[config.mk]
export PLATFORM = sky130hd
export DESIGN_NAME = evm_ballot_ctrl_param
export DESIGN_NICKNAME = d
export VERILOG_FILES = /design/src/rtl/evm_ballot_ctrl_param.sv
export SDC_FILE = /design/constraint.sdc
export NUM_CORES = 1
export LEC_CHECK = 0
export BUFFER_PORTS_ARGS = -buffer_cell sky130_fd_sc_hd__buf_2
export CAP_MARGIN = 20
export CORE_UTILIZATION = 30
export CTS_CLUSTER_SIZE = 20
export DETAILED_ROUTE_END_ITERATION = 7
export GPL_ROUTABILITY_DRIVEN = 0
export GPL_TIMING_DRIVEN = 0
export HOLD_SLACK_MARGIN = 0.15
export SYNTH_ARGS = -nofsm -noshare
export SYNTH_HDL_FRONTEND = slang
export SYNTH_SLANG_ARGS = --single-unit
export TNS_END_PERCENT = 100
[constraint.sdc]
create_clock -name i_clk -period 2.8 [get_ports i_clk]
set_clock_uncertainty 0.2 [all_clocks]
set_input_delay 0.56 -clock i_clk [delete_from_list [all_inputs] [get_ports i_clk]]
set_output_delay 0.56 -clock i_clk [all_outputs]
set_load 0.1 [all_outputs]
[src/rtl/evm_ballot_ctrl_param.sv]
// Parametrised EVM ballot controller: arm/vote/lockout FSM, saturating per-candidate tallies, readback.
// Optional EVM_PUSH_DEBOUNCE_EN: push must be stable and non-zero for 2 cycles before classification.

module evm_tally_cell #(
   parameter int CNT_W = 8
) (
   input  logic             i_clk,
   input  logic             i_reset,
   input  logic             i_inc,
   output logic [CNT_W-1:0] o_cnt
);
   logic [CNT_W-1:0] r_cnt;

   always_ff @(posedge i_clk) begin
      if (i_reset)                    r_cnt <= '0;
      else if (i_inc && (r_cnt != '1)) r_cnt <= r_cnt + CNT_W'(1);
   end

   assign o_cnt = r_cnt;
endmodule

module evm_ballot_ctrl_param #(
   parameter int NUM_CAND    = 4,
   parameter int CNT_W       = 8,
   parameter int TIMEOUT_CYC = 16,
   parameter int LOCK_CYC    = 4,
   localparam int IDX_W      = $clog2(NUM_CAND),
   localparam int TOT_W      = CNT_W + IDX_W
) (
   input  logic                i_clk,
   input  logic                i_reset,
   input  logic                i_mode,
   input  logic                i_control,
   input  logic                i_officer_id_status,
   input  logic                i_voter_eligible,
   input  logic [NUM_CAND-1:0] i_push,
   input  logic [IDX_W-1:0]    i_result_sel,
   output logic                o_status_led,
   output logic                o_vote_valid,
   output logic [IDX_W-1:0]    o_vote_idx,
   output logic                o_invalid_press,
   output logic                o_timeout,
   output logic [CNT_W-1:0]    o_result_count,
   output logic [TOT_W-1:0]    o_total_votes
);
   localparam int WIN_W = $clog2(TIMEOUT_CYC + 1);
   localparam int LCK_W = $clog2(LOCK_CYC + 1);

   typedef enum logic [1:0] {S_IDLE, S_ARMED, S_LOCKOUT} state_t;

   state_t                        r_state, w_state_nxt;
   logic [WIN_W-1:0]              r_win, w_win_nxt;
   logic [LCK_W-1:0]              r_lock, w_lock_nxt;
   logic                          r_vote_valid, r_invalid, r_timeout;
   logic [IDX_W-1:0]              r_vote_idx;
   logic [CNT_W-1:0]              r_result;
   logic [TOT_W-1:0]              r_total;
   logic [NUM_CAND-1:0][CNT_W-1:0] w_tally;
   logic [NUM_CAND-1:0]           w_inc;
   logic [CNT_W-1:0]              w_rd;
   logic [IDX_W-1:0]              w_idx;
   logic                          w_any, w_onehot, w_stable;
   logic                          w_vote_ev, w_inval_ev, w_tmo_ev;

   assign w_any    = (i_push != '0);
   assign w_onehot = w_any && ((i_push & (i_push - NUM_CAND'(1))) == '0);

`ifdef EVM_PUSH_DEBOUNCE_EN
   // Cleared outside ARMED so a button already held at arming still needs two ARMED samples.
   logic [NUM_CAND-1:0] r_push_prev;

   always_ff @(posedge i_clk) begin
      if (i_reset)                  r_push_prev <= '0;
      else if (r_state == S_ARMED)  r_push_prev <= i_push;
      else                          r_push_prev <= '0;
   end

   assign w_stable = w_any && (i_push == r_push_prev);
`else
   assign w_stable = w_any;
`endif

   always_comb begin
      w_idx = '0;
      for (int i = 0; i < NUM_CAND; i++)
         if (i_push[i]) w_idx = IDX_W'(i);
   end

   always_comb begin
      w_state_nxt = r_state;
      w_win_nxt   = r_win;
      w_lock_nxt  = r_lock;
      w_vote_ev   = 1'b0;
      w_inval_ev  = 1'b0;
      w_tmo_ev    = 1'b0;
      case (r_state)
         S_IDLE: begin
            if (i_mode && i_control && i_officer_id_status && i_voter_eligible) begin
               w_state_nxt = S_ARMED;
               w_win_nxt   = WIN_W'(TIMEOUT_CYC);
            end
         end
         S_ARMED: begin
            if (!i_mode) begin
               w_state_nxt = S_IDLE;
            end else if (w_stable && w_onehot) begin
               w_vote_ev   = 1'b1;
               w_state_nxt = S_LOCKOUT;
               w_lock_nxt  = LCK_W'(LOCK_CYC - 1);
            end else begin
               // The window runs on every non-vote cycle, including rejected multi-presses.
               w_inval_ev = w_stable && !w_onehot;
               if (r_win <= WIN_W'(1)) begin
                  w_tmo_ev    = 1'b1;
                  w_state_nxt = S_IDLE;
               end else begin
                  w_win_nxt = r_win - WIN_W'(1);
               end
            end
         end
         S_LOCKOUT: begin
            // Held buttons keep us here past expiry so a single press never casts twice.
            if (r_lock == '0) begin
               if (!w_any) w_state_nxt = S_IDLE;
            end else begin
               w_lock_nxt = r_lock - LCK_W'(1);
            end
         end
         default: w_state_nxt = S_IDLE;
      endcase
   end

   always_ff @(posedge i_clk) begin
      if (i_reset) begin
         r_state      <= S_IDLE;
         r_win        <= '0;
         r_lock       <= '0;
         r_vote_valid <= 1'b0;
         r_invalid    <= 1'b0;
         r_timeout    <= 1'b0;
         r_vote_idx   <= '0;
         r_total      <= '0;
      end else begin
         r_state      <= w_state_nxt;
         r_win        <= w_win_nxt;
         r_lock       <= w_lock_nxt;
         r_vote_valid <= w_vote_ev;
         r_invalid    <= w_inval_ev;
         r_timeout    <= w_tmo_ev;
         if (w_vote_ev) r_vote_idx <= w_idx;
         if (w_vote_ev && (r_total != '1)) r_total <= r_total + TOT_W'(1);
      end
   end

   genvar g;
   generate
      for (g = 0; g < NUM_CAND; g++) begin : g_tally
         assign w_inc[g] = w_vote_ev & i_push[g];
         evm_tally_cell #(.CNT_W(CNT_W)) u_cell (
            .i_clk  (i_clk),
            .i_reset(i_reset),
            .i_inc  (w_inc[g]),
            .o_cnt  (w_tally[g])
         );
      end
   endgenerate

   // Selects with no matching candidate fall through to zero.
   always_comb begin
      w_rd = '0;
      for (int i = 0; i < NUM_CAND; i++)
         if (i_result_sel == IDX_W'(i)) w_rd = w_tally[i];
   end

   always_ff @(posedge i_clk) begin
      if (i_reset) r_result <= '0;
      else         r_result <= w_rd;
   end

   assign o_status_led    = (r_state == S_ARMED);
   assign o_vote_valid    = r_vote_valid;
   assign o_vote_idx      = r_vote_idx;
   assign o_invalid_press = r_invalid;
   assign o_timeout       = r_timeout;
   assign o_result_count  = r_result;
   assign o_total_votes   = r_total;
endmodule

==> impl_metrics.tcl <==
set metrics [dict create \
    status "complete, no violations" \
    r2r_slack_ns 0.50 \
    holdPathStages 1 \
    reg2regPathDepth 6 \
    p_per_area_nw_per_um2 529 \
    drv_slew 0 \
    max_slew_margin_pct 47.8 \
    r2r-start "r_state[0]" \
    nNetsFinal 448 \
    synth_top_flop_cell "dfxtp_1" \
    ys_seq_area_share_pct 37.7 \
    synth_edf_count 0 \
    vias 3236 \
    start_util_pct 31.3 \
    combinationalPowerShare_pct 4.7 \
    grt_overflow 0 \
    syn_nets 406 \
    p_leak_nw 1.46 \
    avgSynthCellArea_sq_um 8.96 \
    grt_max_degree 11 \
    drt_wl_total_um 9200 \
    ys_warn_count 0 \
    die_w_um 109 \
    hp-class "reg -> reg" \
    p_total_mw 2.15 \
    hold_violations 0 \
    dp_hpwl_um 6530 \
    finalCriticalPeriod_ns 2.45 \
    ctsRootBufferMaster "clkbuf_16" \
    avgRoutedWirePerCell_um 16.1 \
    p_seq_share_pct 43.2 \
    ios 36 \
    cts_tree "yes" \
    post-route-drc-count 0 \
    worstSetupEndpointType "flip-flop" \
    cts-resized-gates 0 \
    insertion_delay_ns 0.34 \
    setup_viol_count_final 0 \
    clockBufferDepth 2 \
    stdcell_count 572 \
    critPathLaunch "i_push[3]" \
    max-cap-violations 0 \
    netlist_area_sq_um 3450 \
    dieHeight_um 109 \
    area_growth_pct 18.0 \
    rr_endpoint "g_tally[2].u_cell.o_cnt[4]" \
    dieArea_sq_um 11900 \
    pwr-share-clk_pct 52.0 \
    htreeDepth 3 \
    port_buffers 31 \
    antenna_left 0 \
    clock-sinks 65 \
    period_share_pct 87.6 \
    antenna_found_initial 0 \
    switchingPower_uw 484 \
    grt_pass1_wl_um 14900 \
    crit_type "in -> reg" \
    clock.fmax_ghz 0.408 \
    synth-seq-cells 65 \
    worstSetupStartpointType "input port" \
    antenna_cells 0 \
    min_from "r_lock[1]" \
    cp_max_fo 10 \
    holdPathEnd "r_lock[1]" \
    netlist-cell-type-count 56 \
    numCtsBuffers 9 \
    cp.arrival_ns 2.50 \
    dp.cells 556 \
    post_cts_buffers 0 \
    clk_pin_slew_ns 0.05 \
    grt.total_usage_pct 16.4 \
    tightest_slew_ns 0.776 \
    drt_iter0_drc 204 \
    dpl-instance-area_sq_um 3780 \
    drtPass1Iterations 5 \
    drive_above_1_share_pct 16.4 \
    synthArstFlopShare_pct 0 \
    core_area_sq_um 11000 \
    power.share.switching_pct 22.5 \
    critical_path_required_ns 2.85 \
    vdd.ir_drop.worst_mv 0.205 \
    rows 38 \
    design_area_sq_um 4070 \
    routed_via_density 5.66 \
    intPower_mw 1.67 \
    syn_inst 385 \
    tns_ns 0 \
    grt_pass1_vias 2909 \
    cts_hold_buf 0 \
    rsz0062_at_grt "no" \
]
## cell families after synthesis
group	Yosys count	share of synthesized area (%)
and+or+nand+nor	162	28.1
AOI/OAI and AO/OA	93	18.0
DFF	65	37.7
buffers and inverters	36	4.10
muxes	17	8.05
adders and majority gates	10	3.56
xor gates and xnor gates	2	0.508
## metal layers
metal	track usage, %	vias to the layer above	wire length (um)
li1	-	1575	-
met1	22.1	1562	4410
met2	25.3	87	4140
met3	3.29	12	482
met4	7.24	0	167
met5	0	-	0
## worst max path at each step
stage | to | slack, ns | depth (start not counted)
6_report | r_win[1] | 0.35 | 8
5_1_grt | r_win[1] | 0.22 | 8
4_1_cts | r_win[1] | 0.37 | 8
3_5_place_dp | r_win[1] | 0.04 | 8
3_3_place_gp | r_win[1] | 0.07 | 8
2_1_floorplan | o_total_votes[2] | 0.04 | 6
## worst max-delay path, stage by stage
cell	delay, ns
buf_2	0.13
buf_2	0.19
xor2_1	0.20
a211oi_2	0.53
buf_2	0.34
buf_2	0.28
nand3_1	0.14
o32ai_1	0.13
## stage by stage
stage	utilization [%]	worst slack, ns	hold slack, ns
CTS	36.9	0.370	0.275
detailed placement	34.3	0.0436	0.262
floorplan	-	0.0434	0.241
finish	36.9	0.346	0.273
global route	36.9	0.217	0.302
global placement	34.3	0.0697	0.252
## state kept, by name (all words and copies together) (netlist names)
register,count
r_lock,3
o_vote_valid,1
o_total_votes,10
r_win,5
o_invalid_press,1
o_vote_idx,2
o_timeout,1
r_state,2
g_tally.u_cell.o_cnt,32
o_result_count,8
## cell usage after synthesis, drive strengths merged (2+ instances only)
cell type | n | area share, %
nor4b | 5 | 2.1
and4 | 6 | 1.5
o21a | 2 | 0.44
mux4 | 8 | 5.2
mux2i | 3 | 0.87
o21ai | 13 | 1.9
and2 | 10 | 1.8
buf | 6 | 0.83
nor3 | 13 | 1.9
nor4 | 10 | 1.8
or4 | 13 | 2.8
o31ai | 12 | 2.6
mux2 | 6 | 2.0
dfxtp | 65 | 38
or3 | 9 | 1.6
a21oi | 30 | 4.4
inv | 12 | 1.3
nand4 | 9 | 1.6
xor2 | 2 | 0.51
or3b | 4 | 1.0
a21o | 2 | 0.44
clkbuf | 18 | 2.0
nor2 | 20 | 2.2
o211ai | 2 | 0.44
ha | 9 | 3.3
o21bai | 2 | 0.44
a211oi | 4 | 1.0
nand3 | 21 | 3.0
o41ai | 4 | 1.0
o311ai | 4 | 1.2
a31oi | 7 | 1.3
and3 | 9 | 1.6
nand2 | 19 | 2.1
nor2b | 8 | 1.5
## power groups by stage
stage	combinational, mW	sequential (mW)	clock, mW
2_1_floorplan	0.0640	0.951	0
3_3_place_gp	0.0993	0.949	0
3_5_place_dp	0.101	0.949	0
4_1_cts	0.102	0.929	1.13
5_1_grt	0.111	0.929	1.17
6_report	0.102	0.929	1.12
## layout by cell type (no fill, tap or decap), drive strengths merged, types with 9 or more instances in the layout
cell type	n
a21oi	30
and2	10
and3	9
buf	37
clkbuf	31
dfxtp	65
ha	9
inv	12
nand2	19
nand3	21
nand4	9
nor2	20
nor3	13
nor4	10
o21ai	13
o31ai	12
or3	9
or4	13
## area by class of cell
cell class / count / area, sq um
sequential: 65 / 1300
fill: 1134 / 6960
buffer: 24 / 96.3
clock inverter: 3 / 40.0
inverter: 12 / 45.0
multi-input combinational: 284 / 2010
tap: 140 / 175
timing repair buffer: 31 / 155
clock buffer: 13 / 250
Power figures use the tool's default switching activity.
